===== src/rtl/bs_batch_pricer.sv =====
`default_nettype none
// +----------------------------------------------------------------------------+
// | bs_batch_pricer: round-robin request front end for the Black-Scholes core,  |
// | holds operands for CORE_LAT cycles and queues results in a FIFO.            |
// | Optional: define BSP_CLAMP_EN to clamp negative core prices to zero.        |
// | Revision: 1.0                                                               |
// +----------------------------------------------------------------------------+
module bs_batch_pricer #(
  parameter int WIDTH    = 32,
  parameter int FRAC     = 16,
  parameter int NCH      = 4,
  parameter int CORE_LAT = 64,
  parameter int DEPTH    = 8,
  parameter int TAGW     = 4,
  localparam int CHW     = (NCH > 1) ? $clog2(NCH) : 1
) (
  input  logic                 clk,
  input  logic                 reset,
  input  logic [NCH-1:0]       in_valid,
  output logic [NCH-1:0]       in_ready,
  input  logic [NCH*WIDTH-1:0] in_spot,
  input  logic [NCH*WIDTH-1:0] in_strike,
  input  logic [NCH*WIDTH-1:0] in_timetm,
  input  logic [NCH*WIDTH-1:0] in_sigma,
  input  logic [NCH*WIDTH-1:0] in_rate,
  input  logic [NCH-1:0]       in_otype,
  input  logic [NCH*TAGW-1:0]  in_tag,
  output logic [WIDTH-1:0]     core_spot,
  output logic [WIDTH-1:0]     core_strike,
  output logic [WIDTH-1:0]     core_timetm,
  output logic [WIDTH-1:0]     core_sigma,
  output logic [WIDTH-1:0]     core_rate,
  output logic                 core_otype,
  output logic                 core_start,
  input  logic [WIDTH-1:0]     core_price,
  output logic                 out_valid,
  input  logic                 out_ready,
  output logic [WIDTH-1:0]     out_price,
  output logic [CHW-1:0]       out_ch,
  output logic [TAGW-1:0]      out_tag,
  output logic                 out_err
);
  localparam int CHW1 = CHW + 1;
  localparam int CNTW = (CORE_LAT > 1) ? $clog2(CORE_LAT) : 1;
  localparam int AW   = $clog2(DEPTH);
  localparam int AW1  = AW + 1;

  if (FRAC < 0 || FRAC >= WIDTH || NCH < 1 || CORE_LAT < 1 || DEPTH < 2 ||
      (DEPTH & (DEPTH - 1)) != 0) begin : g_bad_params
    $error("bs_batch_pricer: illegal parameter set");
  end

  typedef enum logic [1:0] {S_IDLE = 2'd0, S_RUN = 2'd1, S_ERR = 2'd2} state_t;

  state_t            state_q;
  logic [CHW-1:0]    rr_ptr_q, ch_q;
  logic [TAGW-1:0]   tag_q;
  logic [CNTW-1:0]   cnt_q;
  logic [WIDTH-1:0]  spot_q, strike_q, timetm_q, sigma_q, rate_q;
  logic              otype_q, start_q;

  logic [AW-1:0]     wr_q, rd_q;
  logic [AW:0]       count_q;
  logic [WIDTH-1:0]  price_mem [DEPTH];
  logic [CHW-1:0]    ch_mem    [DEPTH];
  logic [TAGW-1:0]   tag_mem   [DEPTH];
  logic              err_mem   [DEPTH];

  logic              grant_found;
  logic [CHW-1:0]    grant_ch;
  logic [CHW:0]      scan;
  logic [NCH-1:0]    ready_d;

  // Scan channels starting at rr_ptr, wrapping at NCH (need not be a power of 2).
  always_comb begin
    grant_found = 1'b0;
    grant_ch    = '0;
    scan        = '0;
    for (int k = 0; k < NCH; k++) begin
      scan = {1'b0, rr_ptr_q} + CHW1'(k);
      if (scan >= CHW1'(NCH)) scan = scan - CHW1'(NCH);
      if (!grant_found && in_valid[scan[CHW-1:0]]) begin
        grant_found = 1'b1;
        grant_ch    = scan[CHW-1:0];
      end
    end
  end

  always_comb begin
    ready_d = '0;
    if (!reset && state_q == S_IDLE && count_q < AW1'(DEPTH) && grant_found)
      ready_d[grant_ch] = 1'b1;
  end
  assign in_ready = ready_d;

  logic              accept;
  logic [WIDTH-1:0]  sel_spot, sel_strike, sel_timetm, sel_sigma, sel_rate;
  logic [TAGW-1:0]   sel_tag;
  logic              sel_bad;

  assign accept     = |(in_valid & ready_d);
  assign sel_spot   = in_spot  [int'(grant_ch)*WIDTH +: WIDTH];
  assign sel_strike = in_strike[int'(grant_ch)*WIDTH +: WIDTH];
  assign sel_timetm = in_timetm[int'(grant_ch)*WIDTH +: WIDTH];
  assign sel_sigma  = in_sigma [int'(grant_ch)*WIDTH +: WIDTH];
  assign sel_rate   = in_rate  [int'(grant_ch)*WIDTH +: WIDTH];
  assign sel_tag    = in_tag   [int'(grant_ch)*TAGW +: TAGW];

  function automatic logic nonpos(input logic [WIDTH-1:0] v);
    return v[WIDTH-1] | (v == '0);
  endfunction

  assign sel_bad = nonpos(sel_spot) | nonpos(sel_strike) | nonpos(sel_timetm) | nonpos(sel_sigma);

  always_ff @(posedge clk or posedge reset) begin
    if (reset) begin
      state_q  <= S_IDLE;
      rr_ptr_q <= '0;
      ch_q     <= '0;
      tag_q    <= '0;
      cnt_q    <= '0;
      spot_q   <= '0;
      strike_q <= '0;
      timetm_q <= '0;
      sigma_q  <= '0;
      rate_q   <= '0;
      otype_q  <= 1'b0;
      start_q  <= 1'b0;
    end else begin
      case (state_q)
        S_IDLE: begin
          if (accept) begin
            spot_q   <= sel_spot;
            strike_q <= sel_strike;
            timetm_q <= sel_timetm;
            sigma_q  <= sel_sigma;
            rate_q   <= sel_rate;
            otype_q  <= in_otype[grant_ch];
            tag_q    <= sel_tag;
            ch_q     <= grant_ch;
            rr_ptr_q <= (grant_ch == CHW'(NCH - 1)) ? '0 : grant_ch + 1'b1;
            if (sel_bad) begin
              state_q <= S_ERR;
            end else begin
              state_q <= S_RUN;
              cnt_q   <= CNTW'(CORE_LAT - 1);
              start_q <= 1'b1;
            end
          end
        end
        S_RUN: begin
          if (cnt_q == '0) begin
            state_q <= S_IDLE;
            start_q <= 1'b0;
          end else begin
            cnt_q <= cnt_q - 1'b1;
          end
        end
        S_ERR:   state_q <= S_IDLE;
        default: state_q <= S_IDLE;
      endcase
    end
  end

  assign core_spot   = spot_q;
  assign core_strike = strike_q;
  assign core_timetm = timetm_q;
  assign core_sigma  = sigma_q;
  assign core_rate   = rate_q;
  assign core_otype  = otype_q;
  assign core_start  = start_q;

  logic             push, pop, push_err;
  logic [WIDTH-1:0] run_price, push_price;

`ifdef BSP_CLAMP_EN
  assign run_price = core_price[WIDTH-1] ? '0 : core_price;
`else
  assign run_price = core_price;
`endif

  assign push       = (state_q == S_RUN && cnt_q == '0) || state_q == S_ERR;
  assign push_err   = (state_q == S_ERR);
  assign push_price = push_err ? '0 : run_price;
  assign out_valid  = (count_q != '0);
  assign pop        = out_valid & out_ready;

  // Storage is not reset; outputs are masked by out_valid instead.
  always_ff @(posedge clk) begin
    if (push) begin
      price_mem[wr_q] <= push_price;
      ch_mem[wr_q]    <= ch_q;
      tag_mem[wr_q]   <= tag_q;
      err_mem[wr_q]   <= push_err;
    end
  end

  always_ff @(posedge clk or posedge reset) begin
    if (reset) begin
      wr_q    <= '0;
      rd_q    <= '0;
      count_q <= '0;
    end else begin
      if (push) wr_q <= wr_q + 1'b1;
      if (pop)  rd_q <= rd_q + 1'b1;
      case ({push, pop})
        2'b10:   count_q <= count_q + 1'b1;
        2'b01:   count_q <= count_q - 1'b1;
        default: count_q <= count_q;
      endcase
    end
  end

  assign out_price = out_valid ? price_mem[rd_q] : '0;
  assign out_ch    = out_valid ? ch_mem[rd_q]    : '0;
  assign out_tag   = out_valid ? tag_mem[rd_q]   : '0;
  assign out_err   = out_valid ? err_mem[rd_q]   : 1'b0;

endmodule
`default_nettype wire


===== config.mk =====
export PLATFORM = sky130hd
export DESIGN_NAME = bs_batch_pricer
export DESIGN_NICKNAME = d
export VERILOG_FILES = /design/src/rtl/bs_batch_pricer.sv
export SDC_FILE = /design/constraint.sdc
export NUM_CORES = 1
export LEC_CHECK = 0
export CORE_AREA = 2 2 354 356
export DETAILED_ROUTE_END_ITERATION = 8
export DIE_AREA = 0 0 356 358
export SETUP_SLACK_MARGIN = 0.15
export SYNTH_ARGS = -nofsm -noshare
export SYNTH_HDL_FRONTEND = slang
export SYNTH_SLANG_ARGS = --single-unit

===== constraint.sdc =====
create_clock -name clk -period 6.7 [get_ports clk]
set_input_delay 1.34 -clock clk [delete_from_list [all_inputs] [get_ports clk]]
set_output_delay 1.34 -clock clk [all_outputs]
set_load 0.01 [all_outputs]

Yosys cells after proc, flatten, opt, wreduce, memory -nomap -nowiden
Memories as Yosys holds them, arrays and structs flattened. Index checks and enable logic that the tools add are counted. W data, S select, Z words.

Memory bits (writable): 312. Register bits: 188. Logic and storage cells: 140. Bits of input ports: 699. Memories kept: 4. Output and inout port bits: 206.

Shift-type cells: 6. Add/subtract/negate cells: 13. Eq/ne operators: 9. Reductions and logical operators: 27. Muxes and demuxes: 46. Order comparisons: 11. Bitwise logic cells: 9.

Memories: price_mem (words 8, width 32, rd ports 1, clocked after memory_dff 0, wr ports 1, line 64) `logic [WIDTH-1:0] price_mem [DEPTH];`; tag_mem (words 8, width 4, rd ports 1, clocked after memory_dff 0, wr ports 1, line 66) `logic [TAGW-1:0] tag_mem [DEPTH];`; ch_mem (words 8, width 2, rd ports 1, clocked after memory_dff 0, wr ports 1, line 65) `logic [CHW-1:0] ch_mem [DEPTH];`; err_mem (words 8, width 1, rd ports 1, clocked after memory_dff 0, wr ports 1, line 67) `logic err_mem [DEPTH];`.

Operators by type and width (count): $shiftx A128 B8 Y32 (5); $logic_not A32 Y1 (4); $mux W32 (2); $mux W2 (13); $mux W6 (3); $mux W1 (16); $shiftx A16 B5 Y4 (1); $lt A2 B3 Y1 const B (5); $pmux W6 S2 (1); $bmux W1 S2 (5); $ge A3 B3 Y1 const B (3); $logic_and A1 B1 Y1 (8); $mux W4 (2); $ne A2 B2 Y1 const B (4); $pmux W4 S2 (1); $reduce_and A4 Y1 (2); $sub A2 B1 Y2 const B (4); $or A1 B1 Y1 (7); $add A2 B2 Y3 const B (2); $add A3 B1 Y3 const B (2); $eq A2 B2 Y1 const B (3); $logic_not A6 Y1 (1); $sub A6 B1 Y6 const B (1); $add A4 B1 Y4 const B (1); 19 further kinds (25).

Longest topological paths before layout
Gate-level depths: netlist (run 1).

Word-level depth: 23. Mapped depth: 19. Mapped depth without buffers: 13.

Worst setup path before layout (run 1)
Ideal clock, no wire load.

Kind: reg-to-reg. Start: register cnt_q[0]. End: memory ch_mem[0][0] in the netlist's numbering (enable). Buffers on the path: 0. Arrival: 4205 ps. Data required time: 6216 ps. Cell stages (with the launch flop): 8. Clock period less this slack: 4689 ps. Setup time: 484 ps. Path slack: 2011 ps. Cell sequence: dfrtp_1 -> inv_1 -> ha_1 -> nand2_1 -> or3_1 -> o21ai_1 -> nand2b_1 -> nor3_1.

Word-level cells in the longest chain between the ends: 5.

RTL lines: from (decl) (line 58) `logic [CNTW-1:0] cnt_q;`; from (signal assigned) (line 146) `cnt_q <= CNTW'(CORE_LAT - 1);`; from (signal assigned) (line 156) `cnt_q <= cnt_q - 1'b1;`; $logic_not A6 Y1 (line 182) `assign push = (state_q == S_RUN && cnt_q == '0) || state_q == S_ERR;`; $logic_and A1 B1 Y1 (line 182); $logic_or A1 B1 Y1 (line 182); $mux W1 (line 190) `if (push) begin`; $mux W1 (not written as such) (line 192) `ch_mem[wr_q] <= ch_q;`; to (decl) (line 65).

No other way between the ends.

Worst setup path after layout (run 1)
Start: input in_valid[3]. End: output in_ready[0].

Word-level cells in the longest chain between the ends: 17. Elaborated cells between the ends (all ways): 29. Classes of those cells: order compare: 2; mux: 19; reduce/logical: 8.

RTL lines: from (decl) (line 19) `input logic [NCH-1:0] in_valid,`; $bmux W1 S2 (line 82) `if (!grant_found && in_valid[scan[CHW-1:0]]) begin`; $mux W1 (not written as such) (line 82); $mux W1 (line 82); $logic_not A1 Y1 (line 82); $logic_and A1 B1 Y1 (line 82); $mux W1 (line 82); $logic_not A1 Y1 (line 82); $logic_and A1 B1 Y1 (line 82); $mux W1 (line 82); $logic_not A1 Y1 (line 82); $logic_and A1 B1 Y1 (line 82); $mux W2 (line 82); $lt A2 B3 Y1 (not written as such) or $ge A2 B1 Y1 (tied branches) (line 92) `ready_d[grant_ch] = 1'b1;`; $logic_and A1 B1 Y1 (not written as such) (line 92); $mux W1 (not written as such) (line 92); $demux W1 S2 (line 92); $mux W4 (*) (line 91) `if (!reset && state_q == S_IDLE && count_q < AW1'(DEPTH) && grant_found)`; to (decl) (line 20) `output logic [NCH-1:0] in_ready,`.

Every way passes the cells marked *; elsewhere a longest branch is shown, timed or not. The select of a mux whose other input is x is not followed.

==> run summary, run 1 <==
Status: finished, final reports clean
Largest net degree at the start of global routing: 144
Post_cts resized: 0
I/O pin count: 905
Synthesized instance count: 2,065
Setup WS post-layout: 1.10 ns
Warnings, synthesis: 0
Critical path startpoint category: input port
CTS tree: done
Sequential area share after synthesis: 56.9%
PD cells: 399 nW/um2
Pre-antenna DRT Iters: 5
Initial antenna violation count: 91
Layout area overhead: 52.0%
Via count: 21,100
Global placer's final weighted congestion: 0.930
Die ar.: 127,000 um2
Detailed Route Iter0 Violations: 1,513
Worst path arrival time: 4.26 ns
Kind of critical path: input port to output pin
Worst Hold Class: flop to flop
Worst path required time: 5.36 ns
Leakage power total: 14.1 nW
Area occupied by multi-input gates: 9980 um2
Endpoints failing hold: 0
Global-route wire length before repair: 171,000 um
Wirelength, routed: 129,000 um
Clk sinks: 500
Root Buffer: clkbuf_16
Met3 usage: 6.27%
Starting density of the core: 20.1%
Reg clk slew, reported paths: 0.06 ns
# rows: 129
Final HPWL DP: 100,000 um
Layout cells sized above 1: 11.4%
Setup_tns: 0 ns
Post-synth EDFFs: 312
Die W: 356 um
Fillers: 12,600
Vias in the first global route: 21,100
Min-delay src: core_timetm[20]$_DFFE_PP0P_
CTS Buf Count: 57
Antenna-violating nets left: 0
Clock Latency Late Sink: 0.67 ns
GRT met1 Usage: 22.8%
CTS max path bufs: 3
Placed insts: 4,480
FF/Latch Area: 14,100 um2
IO buf count: 904
Max Fclk: 179 MHz
Top_reg_cell synth: edfxtp_1
Critical-path top delay cell: clkdlybuf4s50_1
Critical Path Source: in_valid[3]
Synth unique cells: 50
Syn Nets: 2,775
Crit share post-route: 83.5%
Drt wl/cell: 28.0 um
# setup viols final: 0
Period minus WS final: 5.60 ns
Worst VDD drop: 0.308 mV
RSZ-0062 raised after global routing: no
Synthesized cell area: 24,700 um2
Post-CTS setup buffer count: 0
Synth async-reset ratio: 37.6%
Pins Over Slew Limit: 0
GRT met2 Usage: 33.6%
# DRC: 0
Vias per std cell: 4.56
Core area: 123,000 um2
Slowest stage delay, CP: 0.60 ns
Top Usage Layer GRT: met2
Sequence of cells on the critical path: clkdlybuf4s50_1 > a21o_4 > and2_4 > clkinv_8 > ha_1 > and2_1 > clkdlybuf4s50_1
Hold buffer count at CTS: 0
Yosys reg bits: 500
Final nets: 3,612
Gr ovfl total: 0
Critical path fanouts, max: 104
Post-place setup slack: 0.530 ns
Post-route insts no fill: 4,614
Syn Area/Cell: 12.0 um2
H-Tree Depth: 2
Most used cell along the critical path: clkdlybuf4s50_1
Max-cap violations: 0
Die height: 358 um
Gr usage total: 19.4%
CP Capture Type: output pin
Worst reg2reg path startpoint: rr_ptr_q[1]$_DFFE_PP0P_
Clock Skews: 0.0696 ns
Worst slew pin tran: 1.12 ns
Relative slew slack: 25.1%
[cell type report]
cell class,count,area share (%)
diodes,27,0.180
clock buffers,67,3.97
clock inverters,40,1.19
inverters,11,0.183
multi-input cells,1387,26.5
flip-flops and latches,500,37.5
well taps,1637,5.45
repair buffers,945,25.0
[worst paths after layout]
kind                                               end  slack, ns  cells after the start
max                                        in_ready[0]       1.10                      7
min                        core_timetm[20]$_DFFE_PP0P_       0.47                      2
max reg2reg                       cnt_q[1]$_DFFE_PP0P_       1.93                     12
min reg2reg                core_timetm[20]$_DFFE_PP0P_       0.47                      2
max in group asynchronous     core_rate[9]$_DFFE_PP0P_       4.20                      3
min in group asynchronous       count_q[2]$_DFFE_PP0P_       1.31                      2
[layout by cell type, fill, tap and decap left out, types with 38 or more instances in the layout]
cell type / n
and3_1: 79
mux2_2: 87
nand3_1: 77
dfrtp_1: 185
and2_1: 38
nor2_1: 48
clkbuf_16: 57
o21ai_0: 57
mux2i_1: 123
mux4_2: 78
a21oi_1: 86
edfxtp_1: 312
a211oi_1: 77
clkdlybuf4s50_1: 904
a22oi_1: 81
nand2_1: 395
[flip-flops by register name, indices dropped and copies added, names as in the netlist, 2 cells and up]
register	cells
price_mem	256
core_rate	32
core_sigma	32
core_spot	32
core_strike	32
core_timetm	32
tag_mem	32
ch_mem	16
err_mem	8
cnt_q	6
count_q	4
tag_q	4
rd_q	3
wr_q	3
ch_q	2
rr_ptr_q	2
state_q	2
[metrics by stage]
stage | power, W | instance area, um2 | util, % | hold WS, ns
finish | 0.0150 | 37600 | 30.5 | 0.475
global route | 0.0158 | 37600 | 30.5 | 0.492
CTS | 0.0152 | 37500 | 30.4 | 0.481
detailed placement | 0.0118 | 35600 | 28.9 | 0.467
global placement | 0.0118 | 35600 | 28.9 | 0.462
floorplan | 0.00830 | 24700 | - | 0.464
[critical path, delay by kind of cell]
kind / cells / cell delay, ns
compound gates: 1 / 0.43
buf+inv: 3 / 1.38
fa+ha+maj: 1 / 0.40
simple gates: 2 / 0.62
[Yosys cell counts, drive strengths merged, types with 3 or more instances]
library cell | count | area share, %
a31oi | 4 | 0.10
o31ai | 31 | 0.94
o21ai | 58 | 1.2
nand3 | 77 | 1.6
nor4 | 27 | 0.68
or3 | 4 | 0.10
ha | 10 | 0.51
mux2 | 88 | 4.0
nand2b | 7 | 0.18
xnor2 | 4 | 0.14
xor2 | 5 | 0.18
nor3 | 3 | 0.061
inv | 11 | 0.18
nand2 | 395 | 6.0
a31o | 12 | 0.42
edfxtp | 312 | 38
and2 | 40 | 1.0
nand4 | 7 | 0.18
mux2i | 123 | 5.0
mux4 | 78 | 7.1
dfrtp | 188 | 19
buf | 87 | 1.8
and3 | 79 | 2.0
clkbuf | 80 | 1.2
a21oi | 86 | 1.7
o22ai | 16 | 0.40
and4 | 3 | 0.11
nor2 | 54 | 0.82
a22oi | 81 | 2.5
a211oi | 79 | 2.4
[per-layer routing]
layer	wire [um]	part of all wire (%)	vias to the layer above
met1	48600	38	10400
met3	13500	10	206
li1	-	-	9439
met4	3610	2.8	36
met5	243	0.19	-
met2	63400	49	997
[cell families after synthesis]
family	synth area share, %
AOI/OAI and AO/OA	10.0
xor gates and xnor gates	0.319
adders and majority gates	0.587
buffers and inverters	3.18
DFF	56.9
muxes	16.1
and+or+nand+nor	12.9
[power by group]
part	leakage (nW)	total, W	internal [W]	switching, W
clock network	0.956	0.00327	0.00185	0.00142
logic	8.11	0.00704	0.00331	0.00373
registers	5.08	0.00468	0.00406	0.000611
total	14.1	0.0150	0.00922	0.00577
Note: power is estimated with default switching activity, not from simulation.
==> inputs of run 2 (changes only) <==
--- a/config.mk
+++ b/config.mk
@@ -5,9 +5,9 @@
 export SDC_FILE = /design/constraint.sdc
 export NUM_CORES = 1
 export LEC_CHECK = 0
-export CORE_AREA = 2 2 354 356
+export CORE_AREA = 2 2 348 350
 export DETAILED_ROUTE_END_ITERATION = 8
-export DIE_AREA = 0 0 356 358
+export DIE_AREA = 0 0 350 352
 export SETUP_SLACK_MARGIN = 0.15
 export SYNTH_ARGS = -nofsm -noshare
 export SYNTH_HDL_FRONTEND = slang
==> constraint.sdc (replaced) <==
create_clock -name clk -period 5.83 [get_ports clk]
set_input_delay 1.166 -clock clk [delete_from_list [all_inputs] [get_ports clk]]
set_output_delay 1.166 -clock clk [all_outputs]
set_load 0.01 [all_outputs]
==> run 2 against run 1 <==
Sequential cell count stayed put. Largest cell class unchanged. Critical path type unchanged. Clock skew is 0.0025 ns higher. Hold slack better by 0.0044 ns. Final cell count is 0.43% lower. Combinational power is 16% higher. Setup slack worse by 0.42 ns. Cell area is 0.15% higher. Wire length is 1.1% lower. Clock power is 14% higher.
==> run summary, run 2 (synthesized netlist as in run 1, its figures left out) <==
Worst VDD drop: 0.245 mV (was 0.308 mV)
# rows: 127 (was 129)
Largest net degree at the start of global routing: 150 (was 144)
Worst slew pin tran: 1.21 ns (was 1.12 ns)
Vias in the first global route: 21,000 (was 21,100)
Drt wl/cell: 27.9 um (was 28.0 um)
CP Capture Type: output pin (unchanged)
Vias per std cell: 4.58 (was 4.56)
Die ar.: 123,000 um2 (was 127,000 um2)
Pins Over Slew Limit: 0 (unchanged)
Via count: 21,000 (was 21,100)
Gr ovfl total: 0 (unchanged)
Critical-path top delay cell: clkdlybuf4s50_1 (unchanged)
Root Buffer: clkbuf_16 (unchanged)
Max Fclk: 194 MHz
Wirelength, routed: 128,000 um (was 129,000 um)
Initial antenna violation count: 84 (was 91)
CTS Buf Count: 59 (was 57)
Status: finished, final reports clean (unchanged)
Most frequent cells in the layout: clkdlybuf4s50_1 (903), nand2_1 (395), edfxtp_1 (312) (was clkdlybuf4s50_1 (904), nand2_1 (395), edfxtp_1 (312))
Max-cap violations: 0 (unchanged)
CTS max path bufs: 3 (unchanged)
Leakage power total: 14.2 nW (was 14.1 nW)
Sequence of cells on the critical path: clkdlybuf4s50_1 > mux2i_1 > a2bb2oi_4 > and2_4 > clkinv_8 > ha_1 > and2_1 > clkdlybuf4s50_1 (was clkdlybuf4s50_1 > a21o_4 > and2_4 > clkinv_8 > ha_1 > and2_1 > clkdlybuf4s50_1)
Kind of critical path: input port to output pin (unchanged)
Core area: 119,000 um2 (was 123,000 um2)
Max reg flops: 256 (unchanged)
Post_cts resized: 0 (unchanged)
# DRC: 0 (unchanged)
Crit share post-route: 88.3%
Die height: 352 um (was 358 um)
Clock Latency Late Sink: 0.69 ns (was 0.67 ns)
H-Tree Depth: 2 (unchanged)
Starting density of the core: 20.7% (was 20.1%)
Period minus WS final: 5.15 ns
PD cells: 459 nW/um2 (was 399 nW/um2)
Relative slew slack: 19.0% (was 25.1%)
IO buf count: 904 (unchanged)
Most used cell along the critical path: clkdlybuf4s50_1 (unchanged)
Critical path startpoint category: input port (unchanged)
Reg clk slew, reported paths: 0.06 ns (about the same)
Placed insts: 4,462 (was 4,480)
Critical path fanouts, max: 69 (was 104)
Final nets: 3,621 (was 3,612)
Post-CTS setup buffer count: 0 (unchanged)
CTS tree: done (unchanged)
Die W: 350 um (was 356 um)
Clock Skews: 0.0721 ns (was 0.0696 ns)
Layout cells sized above 1: 11.7% (was 11.4%)
I/O pin count: 905 (unchanged)
Detailed Route Iter0 Violations: 1,321 (was 1,513)
Layout area overhead: 52.2% (was 52.0%)
Worst path required time: 4.66 ns (was 5.36 ns)
# setup viols final: 0 (unchanged)
Post-route insts no fill: 4,594 (was 4,614)
R2R Setup Slk: 1.85 ns (was 1.93 ns)
Global-route wire length before repair: 171,000 um (about the same)
Clk sinks: 500 (unchanged)
Endpoints failing hold: 0 (unchanged)
Pre-antenna DRT Iters: 5 (unchanged)
Gr usage total: 19.9% (was 19.4%)
Final HPWL DP: 99,600 um (was 100,000 um)
Antenna-violating nets left: 0 (unchanged)
Hold buffer count at CTS: 0 (unchanged)
Worst path arrival time: 3.98 ns (was 4.26 ns)
Slowest stage delay, CP: 0.65 ns (was 0.60 ns)
Largest register by flop count: price_mem (unchanged)
Global placer's final weighted congestion: 0.878 (was 0.930)
Worst Hold Class: flop to flop (unchanged)
Most common cell after layout, fill and taps aside: clkdlybuf4s50_1 (unchanged)
Setup_tns: 0 ns (unchanged)
RSZ-0062 raised after global routing: no (unchanged)
## run 2: cell types whose count changed in the layout (fill, tap and decap cells not counted), moves of 4 or more
cell        previous run  this run
buf_12                 5        10
clkinv_4               8         4
clkinvlp_4             1         6
diode_2               27        21
## run 2: routing by layer
metal | track usage, % | vias up | wire length [um]
li1 | - | 9454 | -
met5 | 0 | - | 269
met3 | 7.60 | 233 | 12400
met4 | 5.78 | 38 | 3410
met2 | 35.2 | 954 | 63900
met1 | 22.1 | 10300 | 48000
## run 2: final timing paths
check,start,endpoint,cells past startpoint
worst min-delay path,core_rate[31]$_DFFE_PP0P_,core_rate[31]$_DFFE_PP0P_,2
max in group asynchronous,reset,core_rate[13]$_DFFE_PP0P_,3
worst max-delay path,in_valid[3],in_ready[2],8
worst min register to register,core_rate[31]$_DFFE_PP0P_,core_rate[31]$_DFFE_PP0P_,2
worst max register to register,rr_ptr_q[1]$_DFFE_PP0P_,cnt_q[0]$_DFFE_PP0P_,13
min in group asynchronous,reset,ch_q[0]$_DFFE_PP0P_,3
## run 2: area by class of cell
class	count	area (um2)
inverter	11	65.1
timing repair buffer	952	9530
antenna	21	52.6
fill	12200	81700
sequential	500	14100
multi-input combinational	1387	9960
clock inverter	41	379
tap	1612	2020
clock buffer	70	1570
## run 2: per-stage QoR
stage	worst slack [ns]	hold slack [ns]	utilization (%)	power [W]	cell area [um2]
floorplan	1.14	0.464	-	0.00954	24700
global placement	0.595	0.461	29.9	0.0137	35700
detailed placement	0.542	0.466	29.9	0.0137	35700
CTS	0.606	0.483	31.5	0.0176	37600
global route	0.552	0.507	31.5	0.0182	37600
finish	0.684	0.479	31.6	0.0173	37700
## run 2: worst max-delay path, delay by kind of cell
kind / cells / cell delay (ns)
AOI/OAI and AO/OA: 1 / 0.17
buffers and inverters: 3 / 1.58
and+or+nand+nor: 2 / 0.55
adders and majority gates: 1 / 0.33
muxes: 1 / 0.16
## run 2: power breakdown
part	leakage (nW)	internal, W	switching, W
logic	8.16	0.00385	0.00434
clock network	0.950	0.00208	0.00164
registers	5.08	0.00467	0.000719
==> inputs of run 3 (changes only) <==
--- a/config.mk
+++ b/config.mk
@@ -5,10 +5,11 @@
 export SDC_FILE = /design/constraint.sdc
 export NUM_CORES = 1
 export LEC_CHECK = 0
+export CAP_MARGIN = 20
 export CORE_AREA = 2 2 348 350
 export DETAILED_ROUTE_END_ITERATION = 8
 export DIE_AREA = 0 0 350 352
-export SETUP_SLACK_MARGIN = 0.15
+export SETUP_SLACK_MARGIN = 0.4
 export SYNTH_ARGS = -nofsm -noshare
 export SYNTH_HDL_FRONTEND = slang
 export SYNTH_SLANG_ARGS = --single-unit
==> constraint.sdc (replaced) <==
create_clock -name clk -period 6.3 [get_ports clk]
set_input_delay 1.26 -clock clk [delete_from_list [all_inputs] [get_ports clk]]
set_output_delay 1.26 -clock clk [all_outputs]
set_load 0.01 [all_outputs]
==> run 3 against run 2 <==
Utilization fell by 0.082 points. Final cell count is 0.22% lower. Sequential share of layout area rose by 0.097 points. Clock power decreased by 7.5%. Setup slack better by 0.29 ns. Critical path type unchanged. Highest routed layer unchanged.
==> run summary, run 3 (synthesized netlist as in run 1, its figures left out) <==
Status: finished, final reports clean (unchanged)
I/O pin count: 905 (unchanged)
DP Area: 35,600 um2 (was 35,700 um2)
Antenna-violating nets left: 0 (unchanged)
CTS max path bufs: 3 (unchanged)
Initial antenna violation count: 75 (was 84)
Fillers: 12,100 (was 12,200)
Clock Latency Late Sink: 0.68 ns (was 0.69 ns)
Largest net degree at the start of global routing: 126 (was 150)
Leakage power total: 14.1 nW (was 14.2 nW)
Worst Hold Class: flop to flop (unchanged)
Critical-path top delay cell: clkdlybuf4s50_1 (unchanged)
CTS tree: done (unchanged)
Delay-heaviest family, CP: buffers and inverters (unchanged)
Period minus WS final: 5.33 ns
Vias per std cell: 4.60 (was 4.58)
Clock Skews: 0.0400 ns (was 0.0721 ns)
Worst path required time: 5.04 ns (was 4.66 ns)
Worst Path Buf+Inv: 3 (unchanged)
Reg2reg end: cnt_q[4]$_DFFE_PP0P_ (was cnt_q[0]$_DFFE_PP0P_)
Die W: 350 um (unchanged)
Worst path arrival time: 4.07 ns (was 3.98 ns)
Clk sinks: 500 (unchanged)
Endpoints failing hold: 0 (unchanged)
Max-cap violations: 0 (unchanged)
CTS Buf Count: 59 (unchanged)
Final nets: 3,614 (was 3,621)
Worst reg2reg path startpoint: rr_ptr_q[1]$_DFFE_PP0P_ (unchanged)
Hold Crit Depth: 2 (unchanged)
Worst reg-to-reg path cell count: 12 (was 13)
Core area: 119,000 um2 (unchanged)
Post_cts resized: 0 (unchanged)
Worst Hold End: core_timetm[16]$_DFFE_PP0P_ (was core_rate[31]$_DFFE_PP0P_)
# rows: 127 (unchanged)
Die ar.: 123,000 um2 (unchanged)
CP Capture Type: output pin (unchanged)
Hold buffer count at CTS: 0 (unchanged)
R2R Setup Slk: 2.08 ns (was 1.85 ns)
Slowest stage delay, CP: 0.74 ns (was 0.65 ns)
Layout area overhead: 51.8% (was 52.2%)
Final HPWL DP: 98,500 um (was 99,600 um)
Critical path fanouts, max: 58 (was 69)
Most used cell along the critical path: clkdlybuf4s50_1 (unchanged)
IO buf count: 904 (unchanged)
Most common cell after layout, fill and taps aside: clkdlybuf4s50_1 (unchanged)
Via count: 21,100 (was 21,000)
Relative slew slack: 30.7% (was 19.0%)
Starting density of the core: 20.7% (unchanged)
Post-CTS setup buffer count: 0 (unchanged)
Setup WS post-layout: 0.969 ns (was 0.684 ns)
Max reg flops: 256 (unchanged)
Pins Over Slew Limit: 0 (unchanged)
Final Cell Area: 37,600 um2 (was 37,700 um2)
Global placer's final weighted congestion: 0.863 (was 0.878)
# DRC: 0 (unchanged)
Post-place setup slack: 0.733 ns (was 0.542 ns)
Wirelength, routed: 127,000 um (was 128,000 um)
Reg clk slew, reported paths: 0.06 ns (about the same)
Worst VDD drop: 0.248 mV (was 0.245 mV)
Max Fclk: 188 MHz
PD cells: 425 nW/um2 (was 459 nW/um2)
Critical path startpoint category: input port (unchanged)
Layout cells sized above 1: 11.2% (was 11.7%)
H-Tree Depth: 2 (unchanged)
Crit share post-route: 84.6%
Pre-antenna DRT Iters: 5 (unchanged)
Gr usage total: 19.8% (was 19.9%)
Drt wl/cell: 27.7 um (was 27.9 um)
Hold_ws: 0.478 ns (was 0.479 ns)
Root Buffer: clkbuf_16 (unchanged)
Die height: 352 um (unchanged)
Kind of critical path: input port to output pin (unchanged)
Largest register by flop count: price_mem (unchanged)
Gr ovfl total: 0 (unchanged)
Setup_tns: 0 ns (unchanged)
Vias in the first global route: 21,400 (was 21,000)
Sequence of cells on the critical path: clkdlybuf4s50_1 > nand2b_1 > a211o_1 > and2_4 > buf_4 > ha_1 > and2_1 > clkdlybuf4s50_1 (was clkdlybuf4s50_1 > mux2i_1 > a2bb2oi_4 > and2_4 > clkinv_8 > ha_1 > and2_1 > clkdlybuf4s50_1)
Min-delay src: core_timetm[16]$_DFFE_PP0P_ (was core_rate[31]$_DFFE_PP0P_)
# setup viols final: 0 (unchanged)
Worst slew pin tran: 1.04 ns (was 1.21 ns)
RSZ-0062 raised after global routing: no (unchanged)
Detailed Route Iter0 Violations: 1,388 (was 1,321)
Most frequent cells in the layout: clkdlybuf4s50_1 (903), nand2_1 (395), edfxtp_1 (312) (unchanged)
Global-route wire length before repair: 170,000 um (was 171,000 um)
## run 3: power by group
part | internal (W) | total (W) | switching (W)
clock | 0.00196 | 0.00344 | 0.00148
sequential | 0.00432 | 0.00499 | 0.000663
combinational | 0.00353 | 0.00755 | 0.00402
total | 0.00982 | 0.0160 | 0.00616
## run 3: worst reg2reg max path: stages (launching register included)
cell and delay (ns):
dfrtp_1 0.43, mux2i_1 0.18, a2bb2oi_4 0.17, and2_4 0.32, clkinv_8 0.28, buf_4 0.66, a211oi_1 0.49, o22ai_1 0.13
nor4_1 0.46, nand4_1 0.41, o211a_1 0.30, nand3b_4 0.16, a22oi_1 0.09
## run 3: how the worst max path moves through the flow
stage                          from                endpoint  slack [ns]  depth (start not counted)
3_5_place_dp            in_valid[3]    cnt_q[0]$_DFFE_PP0P_        0.73                         13
4_1_cts                 in_valid[3]             in_ready[2]        0.93                          8
3_3_place_gp            in_valid[3]    cnt_q[4]$_DFFE_PP0P_        0.77                         13
5_1_grt                 in_valid[1]             in_ready[2]        0.76                          8
6_report                in_valid[3]             in_ready[3]        0.97                          8
2_1_floorplan  cnt_q[0]$_DFFE_PP0P_  ch_mem[0][0]$_DFFE_PP_        1.61                          7
## run 3: cell type report
type                            count  area, um2  area share [%]
Tap cell                         1612       2020            5.37
Timing Repair Buffer              945       9450            25.2
Sequential cell                   500      14100            37.5
Clock inverter                     37        383            1.02
Antenna cell                       19       47.5           0.127
Clock buffer                       73       1550            4.12
Multi-Input combinational cell   1387       9960            26.5
Inverter                           11       65.1           0.173
## run 3: through the flow
stage	instances	total power, W	utilization [%]
floorplan	2065	0.00883	-
global placement	4455	0.0127	29.8
detailed placement	4455	0.0127	29.8
CTS	4565	0.0162	31.4
global route	4577	0.0169	31.5
finish	4584	0.0160	31.5
## run 3: layer usage
metal  GRT usage [%]  wire length (um)  share of wire [%]  up-vias
li1                -                 -                  -     9451
met1            22.3             48100                 38    10400
met2            34.9             63200                 50      947
met3            6.77             11500                9.1      228
met4            6.16              4100                3.2       28
met5               0               183               0.14        -
